**src/rtl/uart_pkg.sv**
```systemverilog
// Shared definitions for the memory-mapped UART: register offsets, CON bit positions,
// FSM state types and the baud counter width helper.
// Latency: n/a (definitions only). Backpressure: n/a.
package uart_pkg;

    // Register byte offsets from BASE_ADDR.
    localparam logic [31:0] TXD_OFS = 32'h0000_0000;
    localparam logic [31:0] RXD_OFS = 32'h0000_0004;
    localparam logic [31:0] CON_OFS = 32'h0000_0008;

    // CON register bit positions.
    localparam int CON_TX_IRQ_EN = 0;
    localparam int CON_RX_IRQ_EN = 1;
    localparam int CON_RX_VALID  = 2;
    localparam int CON_TX_BUSY   = 3;
    localparam int CON_TX_DONE   = 4;
    localparam int CON_RX_OVR    = 5;
    localparam int CON_FERR      = 6;

    typedef enum logic [1:0] {
        TX_IDLE  = 2'd0,
        TX_START = 2'd1,
        TX_DATA  = 2'd2,
        TX_STOP  = 2'd3
    } tx_state_e;

    typedef enum logic [1:0] {
        RX_IDLE  = 2'd0,
        RX_START = 2'd1,
        RX_DATA  = 2'd2,
        RX_STOP  = 2'd3
    } rx_state_e;

    // Bits needed for a counter running 0 .. div-1.
    function automatic int cnt_width(input int div);
        return (div > 2) ? $clog2(div) : 1;
    endfunction

endpackage

```
**src/rtl/uart_rx_core.sv**
```systemverilog
// 8N1 receiver: 2-flop synchronizer, start-bit glitch filter, mid-bit sampling FSM.
// Latency: rx_done/rx_ferr pulse ~2 + 9.5*BAUD_DIV cycles after the start-bit falling edge.
// Backpressure: none; the caller must latch rx_byte on the one-cycle rx_done strobe.
// Ports: clk, reset (async active-low), rx (async serial in),
//        rx_byte (received data, valid with rx_done), rx_done (good frame), rx_ferr (bad stop bit).
module uart_rx_core
    import uart_pkg::*;
#(
    parameter int BAUD_DIV = 5208
) (
    input  logic       clk,
    input  logic       reset,
    input  logic       rx,
    output logic [7:0] rx_byte,
    output logic       rx_done,
    output logic       rx_ferr
);

    localparam int CW = cnt_width(BAUD_DIV);
    localparam logic [CW-1:0] CNT_LAST = CW'(BAUD_DIV - 1);
    localparam logic [CW-1:0] CNT_HALF = CW'(BAUD_DIV / 2 - 1);

    logic            rx_meta_q;
    logic            rx_sync_q;
    logic            rx_prev_q;
    rx_state_e       state_q, state_d;
    logic [CW-1:0]   cnt_q, cnt_d;
    logic [2:0]      idx_q, idx_d;
    logic [7:0]      shift_q, shift_d;
    logic            done_q, done_d;
    logic            ferr_q, ferr_d;

    // Synchronizer resets to the idle line level so reset release is not seen as a start bit.
    always_ff @(posedge clk or negedge reset) begin
        if (!reset) begin
            rx_meta_q <= 1'b1;
            rx_sync_q <= 1'b1;
            rx_prev_q <= 1'b1;
        end else begin
            rx_meta_q <= rx;
            rx_sync_q <= rx_meta_q;
            rx_prev_q <= rx_sync_q;
        end
    end

    always_comb begin
        state_d = state_q;
        cnt_d   = cnt_q;
        idx_d   = idx_q;
        shift_d = shift_q;
        done_d  = 1'b0;
        ferr_d  = 1'b0;
        case (state_q)
            RX_IDLE: begin
                cnt_d = '0;
                idx_d = '0;
                if (rx_prev_q && !rx_sync_q) begin
                    state_d = RX_START;
                end
            end
            RX_START: begin
                // Half a bit in: a line that has returned high was only a glitch.
                if (cnt_q == CNT_HALF) begin
                    cnt_d   = '0;
                    state_d = rx_sync_q ? RX_IDLE : RX_DATA;
                end else begin
                    cnt_d = cnt_q + CW'(1);
                end
            end
            RX_DATA: begin
                if (cnt_q == CNT_LAST) begin
                    cnt_d   = '0;
                    shift_d = {rx_sync_q, shift_q[7:1]};  // LSB arrives first
                    idx_d   = idx_q + 3'd1;
                    if (idx_q == 3'd7) begin
                        state_d = RX_STOP;
                    end
                end else begin
                    cnt_d = cnt_q + CW'(1);
                end
            end
            RX_STOP: begin
                if (cnt_q == CNT_LAST) begin
                    cnt_d   = '0;
                    state_d = RX_IDLE;
                    if (rx_sync_q) begin
                        done_d = 1'b1;
                    end else begin
                        ferr_d = 1'b1;
                    end
                end else begin
                    cnt_d = cnt_q + CW'(1);
                end
            end
            default: state_d = RX_IDLE;
        endcase
    end

    always_ff @(posedge clk or negedge reset) begin
        if (!reset) begin
            state_q <= RX_IDLE;
            cnt_q   <= '0;
            idx_q   <= '0;
            shift_q <= '0;
            done_q  <= 1'b0;
            ferr_q  <= 1'b0;
        end else begin
            state_q <= state_d;
            cnt_q   <= cnt_d;
            idx_q   <= idx_d;
            shift_q <= shift_d;
            done_q  <= done_d;
            ferr_q  <= ferr_d;
        end
    end

    // shift_q is stable for the whole stop bit, so it is valid alongside done_q.
    assign rx_byte = shift_q;
    assign rx_done = done_q;
    assign rx_ferr = ferr_q;

endmodule

```
**src/rtl/uart_peripheral.sv**
```systemverilog
// Memory-mapped 8N1 UART slave: TXD/RXD/CON registers, TX FSM, level interrupt.
// Latency: rdata combinational with rd; tx goes low at the TXD write edge; irqout follows state by one edge.
// Backpressure: none; a TXD write while busy is dropped, a second received byte overwrites (rx_overrun).
// Ports: clk, reset (async active-low), rd/wr/addr/wdata (CPU bus), rdata (zero unless a register is read),
//        rx (serial in), tx (serial out, idle high), irqout (interrupt request).
module uart_peripheral
    import uart_pkg::*;
#(
    parameter int          BAUD_DIV  = 5208,
    parameter logic [31:0] BASE_ADDR = 32'h4000_0018
) (
    input  logic        clk,
    input  logic        reset,
    input  logic        rd,
    input  logic        wr,
    input  logic [31:0] addr,
    input  logic [31:0] wdata,
    output logic [31:0] rdata,
    input  logic        rx,
    output logic        tx,
    output logic        irqout
);

    localparam int CW = cnt_width(BAUD_DIV);
    localparam logic [CW-1:0] CNT_LAST = CW'(BAUD_DIV - 1);

    // ---------------- bus decode ----------------
    logic hit_txd, hit_rxd, hit_con;
    logic wr_txd, wr_con, rd_rxd, rd_con;

    assign hit_txd = (addr == BASE_ADDR + TXD_OFS);
    assign hit_rxd = (addr == BASE_ADDR + RXD_OFS);
    assign hit_con = (addr == BASE_ADDR + CON_OFS);

    assign wr_txd = wr && hit_txd;
    assign wr_con = wr && hit_con;
    assign rd_rxd = rd && hit_rxd;
    assign rd_con = rd && hit_con;

    logic unused_wdata;
    assign unused_wdata = ^wdata[31:8];

    // ---------------- register state ----------------
    logic       tx_irq_en_q;
    logic       rx_irq_en_q;
    logic       rx_valid_q;
    logic       tx_done_q;
    logic       rx_ovr_q;
    logic       ferr_q;
    logic [7:0] rx_byte_q;

    // ---------------- TX FSM ----------------
    tx_state_e      tx_state_q, tx_state_d;
    logic [CW-1:0]  tx_cnt_q, tx_cnt_d;
    logic [2:0]     tx_idx_q, tx_idx_d;
    logic [7:0]     tx_shift_q, tx_shift_d;
    logic           tx_q, tx_d;
    logic           tx_busy;
    logic           tx_done_set;

    assign tx_busy = (tx_state_q != TX_IDLE);

    always_comb begin
        tx_state_d  = tx_state_q;
        tx_cnt_d    = tx_cnt_q;
        tx_idx_d    = tx_idx_q;
        tx_shift_d  = tx_shift_q;
        tx_done_set = 1'b0;
        case (tx_state_q)
            TX_IDLE: begin
                tx_cnt_d = '0;
                tx_idx_d = '0;
                if (wr_txd) begin
                    tx_state_d = TX_START;
                    tx_shift_d = wdata[7:0];
                end
            end
            TX_START: begin
                if (tx_cnt_q == CNT_LAST) begin
                    tx_cnt_d   = '0;
                    tx_state_d = TX_DATA;
                end else begin
                    tx_cnt_d = tx_cnt_q + CW'(1);
                end
            end
            TX_DATA: begin
                if (tx_cnt_q == CNT_LAST) begin
                    tx_cnt_d = '0;
                    tx_idx_d = tx_idx_q + 3'd1;
                    if (tx_idx_q == 3'd7) begin
                        tx_state_d = TX_STOP;
                    end
                end else begin
                    tx_cnt_d = tx_cnt_q + CW'(1);
                end
            end
            TX_STOP: begin
                if (tx_cnt_q == CNT_LAST) begin
                    tx_cnt_d    = '0;
                    tx_state_d  = TX_IDLE;
                    tx_done_set = 1'b1;
                end else begin
                    tx_cnt_d = tx_cnt_q + CW'(1);
                end
            end
            default: tx_state_d = TX_IDLE;
        endcase
    end

    // Line level derived from the next state so tx is a clean flop output.
    always_comb begin
        case (tx_state_d)
            TX_START: tx_d = 1'b0;
            TX_DATA:  tx_d = tx_shift_d[tx_idx_d];
            default:  tx_d = 1'b1;
        endcase
    end

    always_ff @(posedge clk or negedge reset) begin
        if (!reset) begin
            tx_state_q <= TX_IDLE;
            tx_cnt_q   <= '0;
            tx_idx_q   <= '0;
            tx_shift_q <= '0;
            tx_q       <= 1'b1;
        end else begin
            tx_state_q <= tx_state_d;
            tx_cnt_q   <= tx_cnt_d;
            tx_idx_q   <= tx_idx_d;
            tx_shift_q <= tx_shift_d;
            tx_q       <= tx_d;
        end
    end

    assign tx = tx_q;

    // ---------------- RX path ----------------
    logic [7:0] rx_core_byte;
    logic       rx_done;
    logic       rx_ferr;

    uart_rx_core #(
        .BAUD_DIV (BAUD_DIV)
    ) u_rx_core (
        .clk     (clk),
        .reset   (reset),
        .rx      (rx),
        .rx_byte (rx_core_byte),
        .rx_done (rx_done),
        .rx_ferr (rx_ferr)
    );

    // ---------------- CON / RXD registers ----------------
    // Set conditions are tested before read-clears so a same-edge event is never lost.
    always_ff @(posedge clk or negedge reset) begin
        if (!reset) begin
            tx_irq_en_q <= 1'b0;
            rx_irq_en_q <= 1'b0;
            rx_valid_q  <= 1'b0;
            tx_done_q   <= 1'b0;
            rx_ovr_q    <= 1'b0;
            ferr_q      <= 1'b0;
            rx_byte_q   <= '0;
        end else begin
            if (wr_con) begin
                tx_irq_en_q <= wdata[CON_TX_IRQ_EN];
                rx_irq_en_q <= wdata[CON_RX_IRQ_EN];
            end

            if (rx_done) begin
                rx_byte_q  <= rx_core_byte;
                rx_valid_q <= 1'b1;
            end else if (rd_rxd) begin
                rx_valid_q <= 1'b0;
            end

            // An RXD read at the completing edge consumed the old byte, so no overrun.
            if (rx_done && rx_valid_q && !rd_rxd) begin
                rx_ovr_q <= 1'b1;
            end else if (rd_con) begin
                rx_ovr_q <= 1'b0;
            end

            if (tx_done_set) begin
                tx_done_q <= 1'b1;
            end else if (rd_con) begin
                tx_done_q <= 1'b0;
            end

            if (rx_ferr) begin
                ferr_q <= 1'b1;
            end else if (rd_con) begin
                ferr_q <= 1'b0;
            end
        end
    end

    // ---------------- read mux ----------------
    logic [31:0] con_word;

    always_comb begin
        con_word                = '0;
        con_word[CON_TX_IRQ_EN] = tx_irq_en_q;
        con_word[CON_RX_IRQ_EN] = rx_irq_en_q;
        con_word[CON_RX_VALID]  = rx_valid_q;
        con_word[CON_TX_BUSY]   = tx_busy;
        con_word[CON_TX_DONE]   = tx_done_q;
        con_word[CON_RX_OVR]    = rx_ovr_q;
        con_word[CON_FERR]      = ferr_q;
    end

    always_comb begin
        rdata = '0;
        if (rd) begin
            if (hit_rxd) begin
                rdata = {24'b0, rx_byte_q};
            end else if (hit_con) begin
                rdata = con_word;
            end
        end
    end

    // Built only from flops: no combinational path from the bus to the interrupt.
    assign irqout = (tx_irq_en_q && tx_done_q) || (rx_irq_en_q && rx_valid_q);

endmodule

```
**config.mk**
```make
export PLATFORM = sky130hd
export DESIGN_NAME = uart_peripheral
export DESIGN_NICKNAME = d
export VERILOG_FILES = /design/src/rtl/uart_pkg.sv /design/src/rtl/uart_rx_core.sv /design/src/rtl/uart_peripheral.sv
export SDC_FILE = /design/constraint.sdc
export NUM_CORES = 1
export LEC_CHECK = 0
export CORE_UTILIZATION = 45
export CTS_BUF_LIST = sky130_fd_sc_hd__clkbuf_16
export CTS_CLUSTER_DIAMETER = 30
export DETAILED_ROUTE_END_ITERATION = 6
export GPL_ROUTABILITY_DRIVEN = 0
export PLACE_DENSITY_LB_ADDON = 0.15
export SYNTH_ARGS = -nofsm -noshare
export SYNTH_HDL_FRONTEND = slang
export SYNTH_SLANG_ARGS = --single-unit
export TNS_END_PERCENT = 5
```
**constraint.sdc**
```tcl
create_clock -name clk -period 2.35 [get_ports clk]
set_input_delay 0.47 -clock clk [delete_from_list [all_inputs] [get_ports clk]]
set_output_delay 0.47 -clock clk [all_outputs]
set_load 0.01 [all_outputs]
```
==> impl_metrics.tcl <==
set metrics [dict create \
    status "finished with violations" \
    violations "negative setup slack" \
    ir_drop_mv 0.496 \
    synth_top_area_share_pct 46.9 \
    critical_path.max_stage_delay_ps 220 \
    async_reset_ff_share_pct 100 \
    cp.required_ps 1880 \
    rsz0062_at_grt "yes" \
    arrival_ps 1990 \
    synth_xor_area_share_pct 5.55 \
    final_area_sq_um 4680 \
    chipWidth_um 91.8 \
    reg2reg_from "tx_cnt_q[0]" \
    critPathMaxFanout 8 \
    synthMostInstantiatedCell "dfrtp_1" \
    firstDrtPassIters 4 \
    grt_max_degree 73 \
    detail-route-antenna-nets 0 \
    synth_compound_area_share_pct 6.31 \
    port_buffers 54 \
    syn_to_final_growth_pct 28.9 \
    numCtsBuffers 9 \
    hold_slack_ps 158 \
    fin_crit_sh_pct 105 \
    start_util_pct 46.7 \
    drt_iter0_drc 101 \
    dpl_cell_area_sq_um 4330 \
    fin_util_pct 60.2 \
    setup_violations 7 \
    routed_wl_um 7600 \
    yosysUniqueCellTypes 49 \
    synth_top_cell_by_area "dfrtp_1" \
    ys_top_cells_by_count "dfrtp_1 (68), nor2_1 (44), nand2_1 (30), buf_4 (24), mux2_2 (24)" \
    final_cells 523 \
    grt_pass1_vias 2671 \
    reg2reg_depth 9 \
    netlist_area_sq_um 3630 \
    viasPerCell 5.20 \
    r2r-end "tx" \
    p_per_area_nw_per_um2 661 \
    clk_pin_slew_worst_paths_ps 50 \
    timing.final.crit_period_ps 2460 \
    synth.area.mux_share_pct 9.10 \
    swShare_pct 24.3 \
    grt.total_usage_pct 19.0 \
    crit_path_end_kind "primary output" \
    yosys.area_share.adder_pct 2.07 \
    io_pins 103 \
    synthSimpleGateAreaFrac_pct 20.7 \
    fillers 676 \
    h-tree-depth 3 \
    seqPwrFrac_pct 42.4 \
    p_total_mw 3.09 \
    crit_type "in -> out" \
    dp_hpwl_um 5360 \
    synthFlopType "dfrtp_1" \
    ctsHoldBuffers 0 \
    p_int_mw 2.34 \
    path_common_cell "buf_4" \
    antenna_cells 0 \
    synth_edf_count 0 \
    fmax_mhz 407 \
    fp-row-count 32 \
    syn_inst 337 \
    start_kind "input port" \
    die_height_um 91.8 \
    final_nets 491 \
    maxCapViolations 0 \
    cts_root_buf "clkbuf_16" \
    pwr-share-clk_pct 48.1 \
    cts_num_sinks 72 \
    slew_viol_final 0 \
    wl_per_cell_um 14.5 \
    grt_pass1_wl_um 12500 \
    antenna_found_initial 0 \
    cts_tree "built" \
    slowest_stage "nor4_2" \
    synthTopCellsByArea "dfrtp_1 (47%), mux2_2 (7.4%), buf_4 (5.0%)" \
    yosysSeqAreaShare_pct 49.8 \
    overflow 0 \
    syn_avg_cell_area_sq_um 10.8 \
    synth_seq_cells 72 \
    dp_cells 504 \
    switching_power_mw 0.753 \
    clock-skew-final_ps 5.98 \
    die_area_sq_um 8430 \
    synth_top_family_by_area "simple AND/OR/NAND/NOR gates" \
    crit_start "addr[14]" \
    vias 2719 \
    p_comb_share_pct 9.6 \
    coreArea_sq_um 7770 \
    p_leak_nw 2.20 \
    layout-drive-gt1-share_pct 28.5 \
    drc 0 \
    cp_cell_sequence "clkdlybuf4s15_1 -> nor4_2 -> nand4_1 -> buf_4 -> nor3_2 -> buf_4 -> buf_6 -> a22o_1 -> buf_2" \
    cts.path.max_buffers 2 \
    regToRegSetupSlack_ps 280 \
    hold_violations 0 \
    hp-class "in -> async" \
    clk_latency_ps 330 \
    yosys_warnings 0 \
    setup_ws_ps -109 \
]
flip-flops by register name, indices dropped and copies added (netlist names), named ones only:
signal               count
tx_cnt_q                13
u_rx_core.cnt_q         13
rx_byte_q                8
tx_shift_q               8
u_rx_core.rx_byte        8
tx_idx_q                 3
u_rx_core.idx_q          3
tx_state_q               2
ferr_q                   1
rx_irq_en_q              1
rx_ovr_q                 1
rx_valid_q               1
tx                       1
tx_done_q                1
tx_irq_en_q              1
u_rx_core.rx_done        1
u_rx_core.rx_ferr        1
u_rx_core.rx_meta_q      1
u_rx_core.rx_prev_q      1
u_rx_core.rx_sync_q      1
u_rx_core.state_q        1
how the worst max path moves through the flow:
| stage | endpoint | slack [ps] | depth (start not counted) |
|---|---|---|---|
| floorplan | rdata[0] | 80 | 7 |
| global placement | rdata[4] | -880 | 8 |
| detailed placement | rdata[2] | -950 | 8 |
| CTS | rdata[0] | 2 | 9 |
| global route | rdata[0] | -230 | 9 |
| finish | rdata[0] | -110 | 9 |
metal layers:
metal | GRT usage [%] | up-vias | share of wire [%]
met5 | 0 | - | 0
met2 | 31.3 | 71 | 51
li1 | - | 1308 | -
met4 | 6.51 | 0 | 2.0
met1 | 23.7 | 1323 | 43
met3 | 6.22 | 17 | 4.5
final cells by class:
cell class	instances	area [sq um]	area share, %
clock buffer	9	225	4.82
clock inverter	7	103	2.19
inverter	5	23.8	0.508
multi-input combinational	252	1790	38.2
sequential	72	1810	38.6
tap	102	128	2.73
timing repair buffer	76	606	12.9
logic make-up (layout without fill, tap and decap cells):
| kind of cell | count (synthesis) | in the layout |
|---|---|---|
| AND/OR/NAND/NOR | 141 | 141 |
| XOR/XNOR | 23 | 23 |
| adder cells (fa/ha/maj) | 6 | 6 |
| buffers and inverters | 36 | 97 |
| other | 1 | 24 |
| multiplexers | 29 | 29 |
| AO/OA/AOI/OAI | 29 | 29 |
| flip-flops | 72 | 72 |
power by group through the flow:
stage          clock network, mW  logic [mW]  registers (mW)
2_1_floorplan                  0       0.164            1.32
3_3_place_gp                   0       0.289            1.33
3_5_place_dp                   0       0.294            1.33
4_1_cts                     1.53       0.287            1.31
5_1_grt                     1.58       0.329            1.32
6_report                    1.49       0.295            1.31
per-stage QoR:
| step | setup slack (ps) | setup TNS (ps) |
|---|---|---|
| 2_1_floorplan | 84.6 | 0 |
| 3_3_place_gp | -879 | -7150 |
| 3_5_place_dp | -952 | -8180 |
| 4_1_cts | 2.37 | 0 |
| 5_1_grt | -233 | -1660 |
| 6_report | -109 | -698 |
critical path: cells and delay by family:
family	cells	cell delay [ps]
and+or+nand+nor	3	590
buffers and inverters	5	800
AOI/OAI and AO/OA	1	140
cells in the final DEF, fill, tap and decap left out, drive strengths merged, types with 4 or more instances in the layout:
master / count
dfrtp: 68
buf: 52
nor2: 44
nand2: 30
mux2: 29
conb: 24
clkdlybuf4s50: 17
nand3: 17
xor2: 13
a22o: 11
clkbuf: 11
nor4: 11
xnor2: 10
nand4: 8
inv: 7
ha: 6
clkdlybuf4s15: 5
and3: 5
o21ai: 5
dfstp: 4
nor3: 4
what timing repair did:
item                       in CTS  in global routing
gates resized for setup       146                 14
pin swaps                      15                 11
setup endpoints to repair       8                  8
setup buffers                   2                  1
Note: power is estimated with default switching activity, not from simulation.
